--- config.mk ---
export PLATFORM = sky130hd
export DESIGN_NAME = fu_sequencer_flat
export DESIGN_NICKNAME = d
export VERILOG_FILES = /design/src/rtl/fu_pkg.sv /design/src/rtl/fu_sequencer_if.sv /design/src/rtl/fu_sequencer.sv /design/src/flat_wrapper.sv
export SDC_FILE = /design/constraint.sdc
export NUM_CORES = 1
export LEC_CHECK = 0
export CAP_MARGIN = 20
export CELL_PAD_IN_SITES_DETAIL_PLACEMENT = 1
export CELL_PAD_IN_SITES_GLOBAL_PLACEMENT = 1
export CORE_MARGIN = 1
export CORE_UTILIZATION = 40
export CTS_CLUSTER_DIAMETER = 100
export DETAILED_ROUTE_END_ITERATION = 10
export PLACE_DENSITY = 0.92
export SKIP_CTS_REPAIR_TIMING = 1
export SLEW_MARGIN = 20
export SYNTH_ARGS = -nofsm -noshare
export SYNTH_HDL_FRONTEND = slang
export SYNTH_SLANG_ARGS = --single-unit
--- constraint.sdc ---
create_clock -name clk -period 3.25 [get_ports clk]
set_clock_uncertainty 0.2 [all_clocks]
set_input_delay 0.65 -clock clk [delete_from_list [all_inputs] [get_ports clk]]
set_output_delay 0.65 -clock clk [all_outputs]
set_load 0.03 [all_outputs]
--- src/rtl/fu_pkg.sv ---
// Shared definitions for the 8-bit function unit, its decode, the control
// path and the command sequencer.
package fu_pkg;

    // FunSel codes understood by the function unit.
    localparam logic [3:0] FS_NOP  = 4'h0; // transfer A
    localparam logic [3:0] FS_NOTA = 4'h1;
    localparam logic [3:0] FS_B    = 4'h2;
    localparam logic [3:0] FS_NOTB = 4'h3;
    localparam logic [3:0] FS_ADD  = 4'h4; // C = unsigned carry-out
    localparam logic [3:0] FS_SUB  = 4'h5;
    localparam logic [3:0] FS_AND  = 4'h6;
    localparam logic [3:0] FS_OR   = 4'h7;
    localparam logic [3:0] FS_XOR  = 4'h8;
    localparam logic [3:0] FS_SHL  = 4'h9;
    localparam logic [3:0] FS_SHR  = 4'hA;

    // Request op codes; 2'b10 and 2'b11 are reserved.
    localparam logic [1:0] OP_SINGLE = 2'b00;
    localparam logic [1:0] OP_MUL    = 2'b01;

    // Bit positions inside the packed {V,C,N,Z} flag nibble.
    localparam int FLAG_V = 3;
    localparam int FLAG_C = 2;
    localparam int FLAG_N = 1;
    localparam int FLAG_Z = 0;

    typedef enum logic [2:0] {
        ST_IDLE,
        ST_EXEC,
        ST_MUL_ADD,
        ST_MUL_SHIFT,
        ST_DONE
    } seq_state_e;

    // Pack individual flags into the response nibble.
    function automatic logic [3:0] pack_flags(input logic v, input logic c,
                                              input logic n, input logic z);
        logic [3:0] f;
        f         = '0;
        f[FLAG_V] = v;
        f[FLAG_C] = c;
        f[FLAG_N] = n;
        f[FLAG_Z] = z;
        return f;
    endfunction

endpackage

--- src/rtl/fu_sequencer_if.sv ---
// Request, response and function-unit bus of the sequencer. The slave
// modport is the sequencer's view; master is the control path / responder.
interface fu_sequencer_if #(
    parameter int size = 8
);
    // request handshake
    logic            req_valid;
    logic            req_ready;
    logic [1:0]      req_op;
    logic [3:0]      req_fsel;
    logic [size-1:0] req_a;
    logic [size-1:0] req_b;
    // function unit bus
    logic [3:0]      fu_sel;
    logic [size-1:0] fu_a;
    logic [size-1:0] fu_b;
    logic [size-1:0] fu_out;
    logic            fu_v;
    logic            fu_c;
    logic            fu_n;
    logic            fu_z;
    // response handshake
    logic            rsp_valid;
    logic            rsp_ready;
    logic [size-1:0] rsp_lo;
    logic [size-1:0] rsp_hi;
    logic [3:0]      rsp_flags;
    logic            rsp_err;

    modport slave (
        input  req_valid, req_op, req_fsel, req_a, req_b,
        output req_ready,
        output fu_sel, fu_a, fu_b,
        input  fu_out, fu_v, fu_c, fu_n, fu_z,
        output rsp_valid, rsp_lo, rsp_hi, rsp_flags, rsp_err,
        input  rsp_ready
    );

    modport master (
        output req_valid, req_op, req_fsel, req_a, req_b,
        input  req_ready,
        input  fu_sel, fu_a, fu_b,
        output fu_out, fu_v, fu_c, fu_n, fu_z,
        input  rsp_valid, rsp_lo, rsp_hi, rsp_flags, rsp_err,
        output rsp_ready
    );

endinterface

--- src/rtl/fu_sequencer.sv ---
// Command sequencer for the function unit: single ops take one execute
// cycle; unsigned multiply runs 8 add/shift iterations through the adder.
module fu_sequencer
    import fu_pkg::*;
#(
    parameter int size = 8
) (
    input  logic           clk,
    input  logic           rst_n,
    fu_sequencer_if.slave  bus,
    output logic           busy
);

    seq_state_e      state_q, state_d;
    logic [3:0]      fsel_q, fsel_d;
    logic [size-1:0] a_q, a_d;      // operand A / multiplicand
    logic [size-1:0] b_q, b_d;      // operand B
    logic [size-1:0] hi_q, hi_d;    // partial product high half
    logic [size-1:0] lo_q, lo_d;    // multiplier, shifted out as product low half
    logic            c_q, c_d;      // adder carry held for the shift
    logic [2:0]      iter_q, iter_d;
    logic [size-1:0] rsp_lo_q, rsp_lo_d;
    logic [size-1:0] rsp_hi_q, rsp_hi_d;
    logic [3:0]      rsp_flags_q, rsp_flags_d;
    logic            rsp_err_q, rsp_err_d;

    // {c,hi,lo} shifted right by one: the value after the current shift step.
    logic [size-1:0] sh_hi, sh_lo;
    assign sh_hi = {c_q, hi_q[size-1:1]};
    assign sh_lo = {hi_q[0], lo_q[size-1:1]};

    // State register.
    always_ff @(posedge clk or negedge rst_n) begin
        if (!rst_n) state_q <= ST_IDLE;
        else        state_q <= state_d;
    end

    // Datapath and response registers.
    always_ff @(posedge clk or negedge rst_n) begin
        if (!rst_n) begin
            fsel_q      <= FS_NOP;
            a_q         <= '0;
            b_q         <= '0;
            hi_q        <= '0;
            lo_q        <= '0;
            c_q         <= 1'b0;
            iter_q      <= '0;
            rsp_lo_q    <= '0;
            rsp_hi_q    <= '0;
            rsp_flags_q <= '0;
            rsp_err_q   <= 1'b0;
        end else begin
            fsel_q      <= fsel_d;
            a_q         <= a_d;
            b_q         <= b_d;
            hi_q        <= hi_d;
            lo_q        <= lo_d;
            c_q         <= c_d;
            iter_q      <= iter_d;
            rsp_lo_q    <= rsp_lo_d;
            rsp_hi_q    <= rsp_hi_d;
            rsp_flags_q <= rsp_flags_d;
            rsp_err_q   <= rsp_err_d;
        end
    end

    // Next-state and datapath updates.
    always_comb begin
        state_d     = state_q;
        fsel_d      = fsel_q;
        a_d         = a_q;
        b_d         = b_q;
        hi_d        = hi_q;
        lo_d        = lo_q;
        c_d         = c_q;
        iter_d      = iter_q;
        rsp_lo_d    = rsp_lo_q;
        rsp_hi_d    = rsp_hi_q;
        rsp_flags_d = rsp_flags_q;
        rsp_err_d   = rsp_err_q;
        unique case (state_q)
            ST_IDLE: begin
                if (bus.req_valid) begin
                    rsp_err_d = 1'b0;
                    case (bus.req_op)
                        OP_SINGLE: begin
                            fsel_d  = bus.req_fsel;
                            a_d     = bus.req_a;
                            b_d     = bus.req_b;
                            state_d = ST_EXEC;
                        end
                        OP_MUL: begin
                            a_d     = bus.req_a;
                            hi_d    = '0;
                            lo_d    = bus.req_b;
                            c_d     = 1'b0;
                            iter_d  = '0;
                            state_d = ST_MUL_ADD;
                        end
                        default: begin
                            rsp_err_d   = 1'b1;
                            rsp_lo_d    = '0;
                            rsp_hi_d    = '0;
                            rsp_flags_d = '0;
                            state_d     = ST_DONE;
                        end
                    endcase
                end
            end
            ST_EXEC: begin
                rsp_lo_d    = bus.fu_out;
                rsp_hi_d    = '0;
                rsp_flags_d = pack_flags(bus.fu_v, bus.fu_c, bus.fu_n, bus.fu_z);
                state_d     = ST_DONE;
            end
            ST_MUL_ADD: begin
                hi_d    = bus.fu_out;
                c_d     = bus.fu_c;
                state_d = ST_MUL_SHIFT;
            end
            ST_MUL_SHIFT: begin
                hi_d   = sh_hi;
                lo_d   = sh_lo;
                c_d    = 1'b0;
                iter_d = iter_q + 3'd1;
                if (iter_q == 3'd7) begin
                    // V flags a product that does not fit in size bits.
                    rsp_lo_d    = sh_lo;
                    rsp_hi_d    = sh_hi;
                    rsp_flags_d = pack_flags(sh_hi != '0, 1'b0, sh_hi[size-1],
                                             {sh_hi, sh_lo} == '0);
                    state_d     = ST_DONE;
                end else begin
                    state_d = ST_MUL_ADD;
                end
            end
            ST_DONE: begin
                if (bus.rsp_ready) state_d = ST_IDLE;
            end
            default: state_d = ST_IDLE;
        endcase
    end

    // Function-unit drive and handshake outputs, decoded from state.
    always_comb begin
        bus.fu_sel = FS_NOP;
        bus.fu_a   = '0;
        bus.fu_b   = '0;
        case (state_q)
            ST_EXEC: begin
                bus.fu_sel = fsel_q;
                bus.fu_a   = a_q;
                bus.fu_b   = b_q;
            end
            ST_MUL_ADD: begin
                bus.fu_sel = FS_ADD;
                bus.fu_a   = hi_q;
                bus.fu_b   = lo_q[0] ? a_q : '0;
            end
            default: ;
        endcase
    end

    assign bus.req_ready = (state_q == ST_IDLE);
    assign bus.rsp_valid = (state_q == ST_DONE);
    assign bus.rsp_lo    = rsp_lo_q;
    assign bus.rsp_hi    = rsp_hi_q;
    assign bus.rsp_flags = rsp_flags_q;
    assign bus.rsp_err   = rsp_err_q;
    assign busy          = (state_q != ST_IDLE);

endmodule

--- src/flat_wrapper.sv ---
// flat-port wrapper written by rule: the top's interface ports become plain ports
module fu_sequencer_flat import fu_pkg::*;
#(
    parameter int size = 8
)
  (clk, rst_n, busy, bus_req_valid, bus_req_op, bus_req_fsel, bus_req_a, bus_req_b, bus_req_ready, bus_fu_sel, bus_fu_a, bus_fu_b, bus_fu_out, bus_fu_v, bus_fu_c, bus_fu_n, bus_fu_z, bus_rsp_valid, bus_rsp_lo, bus_rsp_hi, bus_rsp_flags, bus_rsp_err, bus_rsp_ready);
  fu_sequencer_if #(.size(size)) bus_i ();
  input  logic clk;
  input  logic rst_n;
  output logic busy;
  input wire logic [$bits(bus_i.req_valid)-1:0] bus_req_valid;
  input wire logic [$bits(bus_i.req_op)-1:0] bus_req_op;
  input wire logic [$bits(bus_i.req_fsel)-1:0] bus_req_fsel;
  input wire logic [$bits(bus_i.req_a)-1:0] bus_req_a;
  input wire logic [$bits(bus_i.req_b)-1:0] bus_req_b;
  output wire logic [$bits(bus_i.req_ready)-1:0] bus_req_ready;
  output wire logic [$bits(bus_i.fu_sel)-1:0] bus_fu_sel;
  output wire logic [$bits(bus_i.fu_a)-1:0] bus_fu_a;
  output wire logic [$bits(bus_i.fu_b)-1:0] bus_fu_b;
  input wire logic [$bits(bus_i.fu_out)-1:0] bus_fu_out;
  input wire logic [$bits(bus_i.fu_v)-1:0] bus_fu_v;
  input wire logic [$bits(bus_i.fu_c)-1:0] bus_fu_c;
  input wire logic [$bits(bus_i.fu_n)-1:0] bus_fu_n;
  input wire logic [$bits(bus_i.fu_z)-1:0] bus_fu_z;
  output wire logic [$bits(bus_i.rsp_valid)-1:0] bus_rsp_valid;
  output wire logic [$bits(bus_i.rsp_lo)-1:0] bus_rsp_lo;
  output wire logic [$bits(bus_i.rsp_hi)-1:0] bus_rsp_hi;
  output wire logic [$bits(bus_i.rsp_flags)-1:0] bus_rsp_flags;
  output wire logic [$bits(bus_i.rsp_err)-1:0] bus_rsp_err;
  input wire logic [$bits(bus_i.rsp_ready)-1:0] bus_rsp_ready;
  assign bus_i.req_valid = bus_req_valid;
  assign bus_i.req_op = bus_req_op;
  assign bus_i.req_fsel = bus_req_fsel;
  assign bus_i.req_a = bus_req_a;
  assign bus_i.req_b = bus_req_b;
  assign bus_req_ready = bus_i.req_ready;
  assign bus_fu_sel = bus_i.fu_sel;
  assign bus_fu_a = bus_i.fu_a;
  assign bus_fu_b = bus_i.fu_b;
  assign bus_i.fu_out = bus_fu_out;
  assign bus_i.fu_v = bus_fu_v;
  assign bus_i.fu_c = bus_fu_c;
  assign bus_i.fu_n = bus_fu_n;
  assign bus_i.fu_z = bus_fu_z;
  assign bus_rsp_valid = bus_i.rsp_valid;
  assign bus_rsp_lo = bus_i.rsp_lo;
  assign bus_rsp_hi = bus_i.rsp_hi;
  assign bus_rsp_flags = bus_i.rsp_flags;
  assign bus_rsp_err = bus_i.rsp_err;
  assign bus_i.rsp_ready = bus_rsp_ready;
  fu_sequencer #(.size(size)) u_core (.clk(clk), .rst_n(rst_n), .bus(bus_i), .busy(busy));
endmodule
==> impl_metrics.py <==
metrics = {
    "sta": {
        "layout_min_cycle_time_ps": 3060,
        "setup_viol": 0,
        "timing.slew.headroom_pct": 41.9,
        "drv_slew": 0,
        "tightest_slew_ps": 871,
        "timing.hold.ws_ps": 175,
        "fmax_ghz": 0.326,
        "period_share_pct": 94.2,
        "tns_ps": 0,
        "rsz0062_at_grt": "false",
        "final-hold-violation-count": 0,
    },
    "floorplanning": {
        "die_y_um": 88.1,
        "start_util_pct": 41.1,
        "die_w_um": 88.1,
        "core_mm2": 0.00721,
        "row_count": 31,
        "dieArea_mm2": 0.00777,
        "ioPinCount": 82,
    },
    "grt": {
        "antenna_found_initial": 0,
        "grt_overflow": 0,
        "grt_max_degree": 39,
        "grt_pass1_wl_mm": 13.9,
        "gr-usage-all-layers_pct": 24.5,
        "first_global_vias": 2566,
    },
    "routing": {
        "firstDrtPassIters": 7,
        "drc_errors": 0,
        "detail_route.wl_per_cell_um": 19.4,
        "vias_per_cell": 5.47,
        "drt-total-wl_mm": 8.78,
        "ant_nets": 0,
        "dr.first_iter.drc_count": 209,
        "vias": 2472,
    },
    "pwr": {
        "intPower_mw": 2.10,
        "power_frac_clock_pct": 16.4,
        "p_leak_nw": 1.73,
        "p_sw_share_pct": 43.0,
        "power_switching_mw": 1.58,
        "p_comb_share_pct": 43.8,
        "cellPowerDensity_mw_per_mm2": 926,
        "seqPwrFrac_pct": 39.9,
        "ir_worst_vdd_mv": 0.431,
    },
    "logic_synthesis": {
        "synth_area_mm2": 0.00297,
        "synth_mux_area_share_pct": 10.3,
        "yosys_warnings": 0,
        "synthAdderAreaFrac_pct": 0.843,
        "synth-compound-area-share_pct": 17.6,
        "synth_top_family_by_area": "compound AO/OA/AOI/OAI gates",
        "syn-instance-count": 266,
        "ys_seq_area_share_pct": 54.0,
        "syn_nets": 306,
        "synthXorXnorAreaFrac_pct": 0,
        "ys_types": 35,
        "synthSimpleGateAreaFrac_pct": 11.6,
        "yosys_register_bits": 64,
        "avgSynthCellArea_um2": 11.2,
    },
    "setup_path": {
        "worst_ep_required_time_ps": 2400,
        "critPathCaptureType": "output port",
        "worstSetupPathType": "register to output port",
        "rr_startpoint": "u_core.state_q[1]",
        "cp_max_fo": 10,
        "startpoint_type": "register",
        "worstPathArrival_ps": 2210,
        "startpoint": "u_core.state_q[1]",
    },
    "worst_hold_path": {
        "holdCritPathClass": "primary input to async pin",
    },
    "placement": {
        "globalplace.congestion": 0.805,
        "io_buffer_count": 81,
        "dpl.hpwl_mm": 6.36,
    },
    "clocking": {
        "cts_buffer_depth": 2,
        "cts-root-buf": "clkbuf_8",
        "clk_pin_slew_ps": 70,
        "cts_max_level": 3,
        "cts_tree": "done",
        "numCtsBuffers": 9,
        "clock_latency_ps": 340,
        "cts.sinks": 64,
    },
    "final_layout": {
        "fin_nets": 388,
        "diodes": 0,
        "drive_above_1_share_pct": 16.4,
        "syn2layout_area_growth_pct": 34.1,
    },
    "run": {
        "drv_cap": 0,
    },
    "outcome": {
        "outcome": "finished, final reports clean",
    },
}
[layer usage]
metal	vias to the layer above	part of all wire (%)	global-route usage, %
li1	1125	-	-
met4	0	2.4	11.0
met3	17	5.7	5.00
met1	1225	40	31.7
met2	105	52	40.0
met5	-	0	0
[final cells by class]
type                    count  area (um^2)
multi-input cells         172         1210
flip-flops and latches     64         1600
well taps                  99          124
clock buffers              10          138
inverters                  11         41.3
repair buffers             90          831
clock inverters             6         35.0
fillers                   802         3230
[worst max-delay path: stages (launching register included)]
cell,delay (ps)
dfrtp_1,590
nor2b_1,310
nor2b_1,210
and2_1,360
a22o_1,230
buf_4,170
[power groups by stage]
stage	registers [mW]	clock network (mW)	logic [mW]
after global routing	1.51	0.658	1.74
after detailed placement	1.47	0	1.61
after CTS	1.47	0.618	1.62
after floorplan	1.47	0	0.946
after global placement	1.44	0	1.53
final	1.47	0.603	1.61
[sequential cells by signal (all words and copies together), names as in the netlist]
name / cells
u_core.b_q: 8
u_core.state_q: 3
u_core.hi_q: 8
u_core.bus.rsp_hi: 8
u_core.c_q: 1
u_core.lo_q: 8
u_core.bus.rsp_flags: 4
u_core.fsel_q: 4
u_core.bus.rsp_lo: 8
u_core.a_q: 8
u_core.iter_q: 3
u_core.bus.rsp_err: 1
[through the flow]
stage | worst slack (ps) | cell area (um^2) | cells | util [%] | power, mW
final | 187 | 3980 | 452 | 55.2 | 3.69
after global routing | 12.0 | 3980 | 452 | 55.2 | 3.91
after CTS | 193 | 3980 | 452 | 55.2 | 3.71
after detailed placement | 402 | 3810 | 436 | 52.8 | 3.08
after global placement | 567 | 3810 | 436 | 52.8 | 2.97
after floorplan | 874 | 2970 | 266 | - | 2.42
[placed cells by master, fill, tap and decap left out, types with 2 or more instances in the layout]
cell	instances
dfrtp_1	64
clkdlybuf4s50_1	63
nand2_1	41
buf_4	26
o21ai_0	21
a22o_1	18
inv_1	11
mux2_1	10
a22oi_1	10
mux2_2	10
clkbuf_8	10
o21ai_1	9
mux2i_1	8
a222oi_1	8
and2_1	6
nor2b_1	4
a21oi_1	4
nor4_1	4
clkinv_2	4
nor3_1	2
nor2_1	2
ha_1	2
clkinvlp_4	2
[final timing paths]
path | to | slack [ps] | depth (start not counted)
worst max-delay path | bus_fu_b[2] | 190 | 5
worst min-delay path | u_core.bus.rsp_hi[1] | 170 | 1
worst max register to register | u_core.iter_q[2] | 760 | 5
worst min register to register | u_core.bus.rsp_hi[5] | 290 | 2
max in group asynchronous | u_core.lo_q[2] | 1910 | 2
min in group clk | u_core.bus.rsp_hi[5] | 290 | 2
[synth_stat cells]
cell / n / area share, %
ha_1: 2 / 0.84
mux2_1: 10 / 3.8
inv_1: 11 / 1.4
nand4_1: 1 / 0.21
mux2i_1: 8 / 2.7
and2_1: 6 / 1.3
buf_2: 7 / 1.2
nand2_1: 41 / 5.2
nor2_1: 2 / 0.25
a21o_1: 1 / 0.25
a22oi_1: 10 / 2.5
clkbuf_1: 3 / 0.38
nor4_1: 4 / 0.84
o31ai_2: 1 / 0.42
a22o_1: 18 / 5.3
a222oi_1: 8 / 2.7
o21ai_0: 21 / 3.5
nor2_2: 1 / 0.21
nor3_1: 2 / 0.34
nor3_4: 1 / 0.55
o41ai_1: 1 / 0.30
o21ai_1: 9 / 1.5
dfrtp_1: 64 / 54
nor2b_1: 4 / 0.84
buf_6: 4 / 1.5
a21oi_1: 4 / 0.67
nor4bb_1: 1 / 0.34
and3_1: 1 / 0.21
nand3b_1: 1 / 0.25
nor3b_2: 1 / 0.42
mux2_2: 10 / 3.8
a221o_1: 1 / 0.34
buf_4: 5 / 1.3
and3b_1: 1 / 0.30
nand2_4: 1 / 0.38
[kinds of logic after synthesis]
| logic type | after synthesis |
|---|---|
| adders and majority gates | 2 |
| muxes | 28 |
| and+or+nand+nor | 68 |
| AOI/OAI and AO/OA | 74 |
| DFF | 64 |
| buffers and inverters | 30 |
No activity file was read; power rests on OpenSTA's default activity.
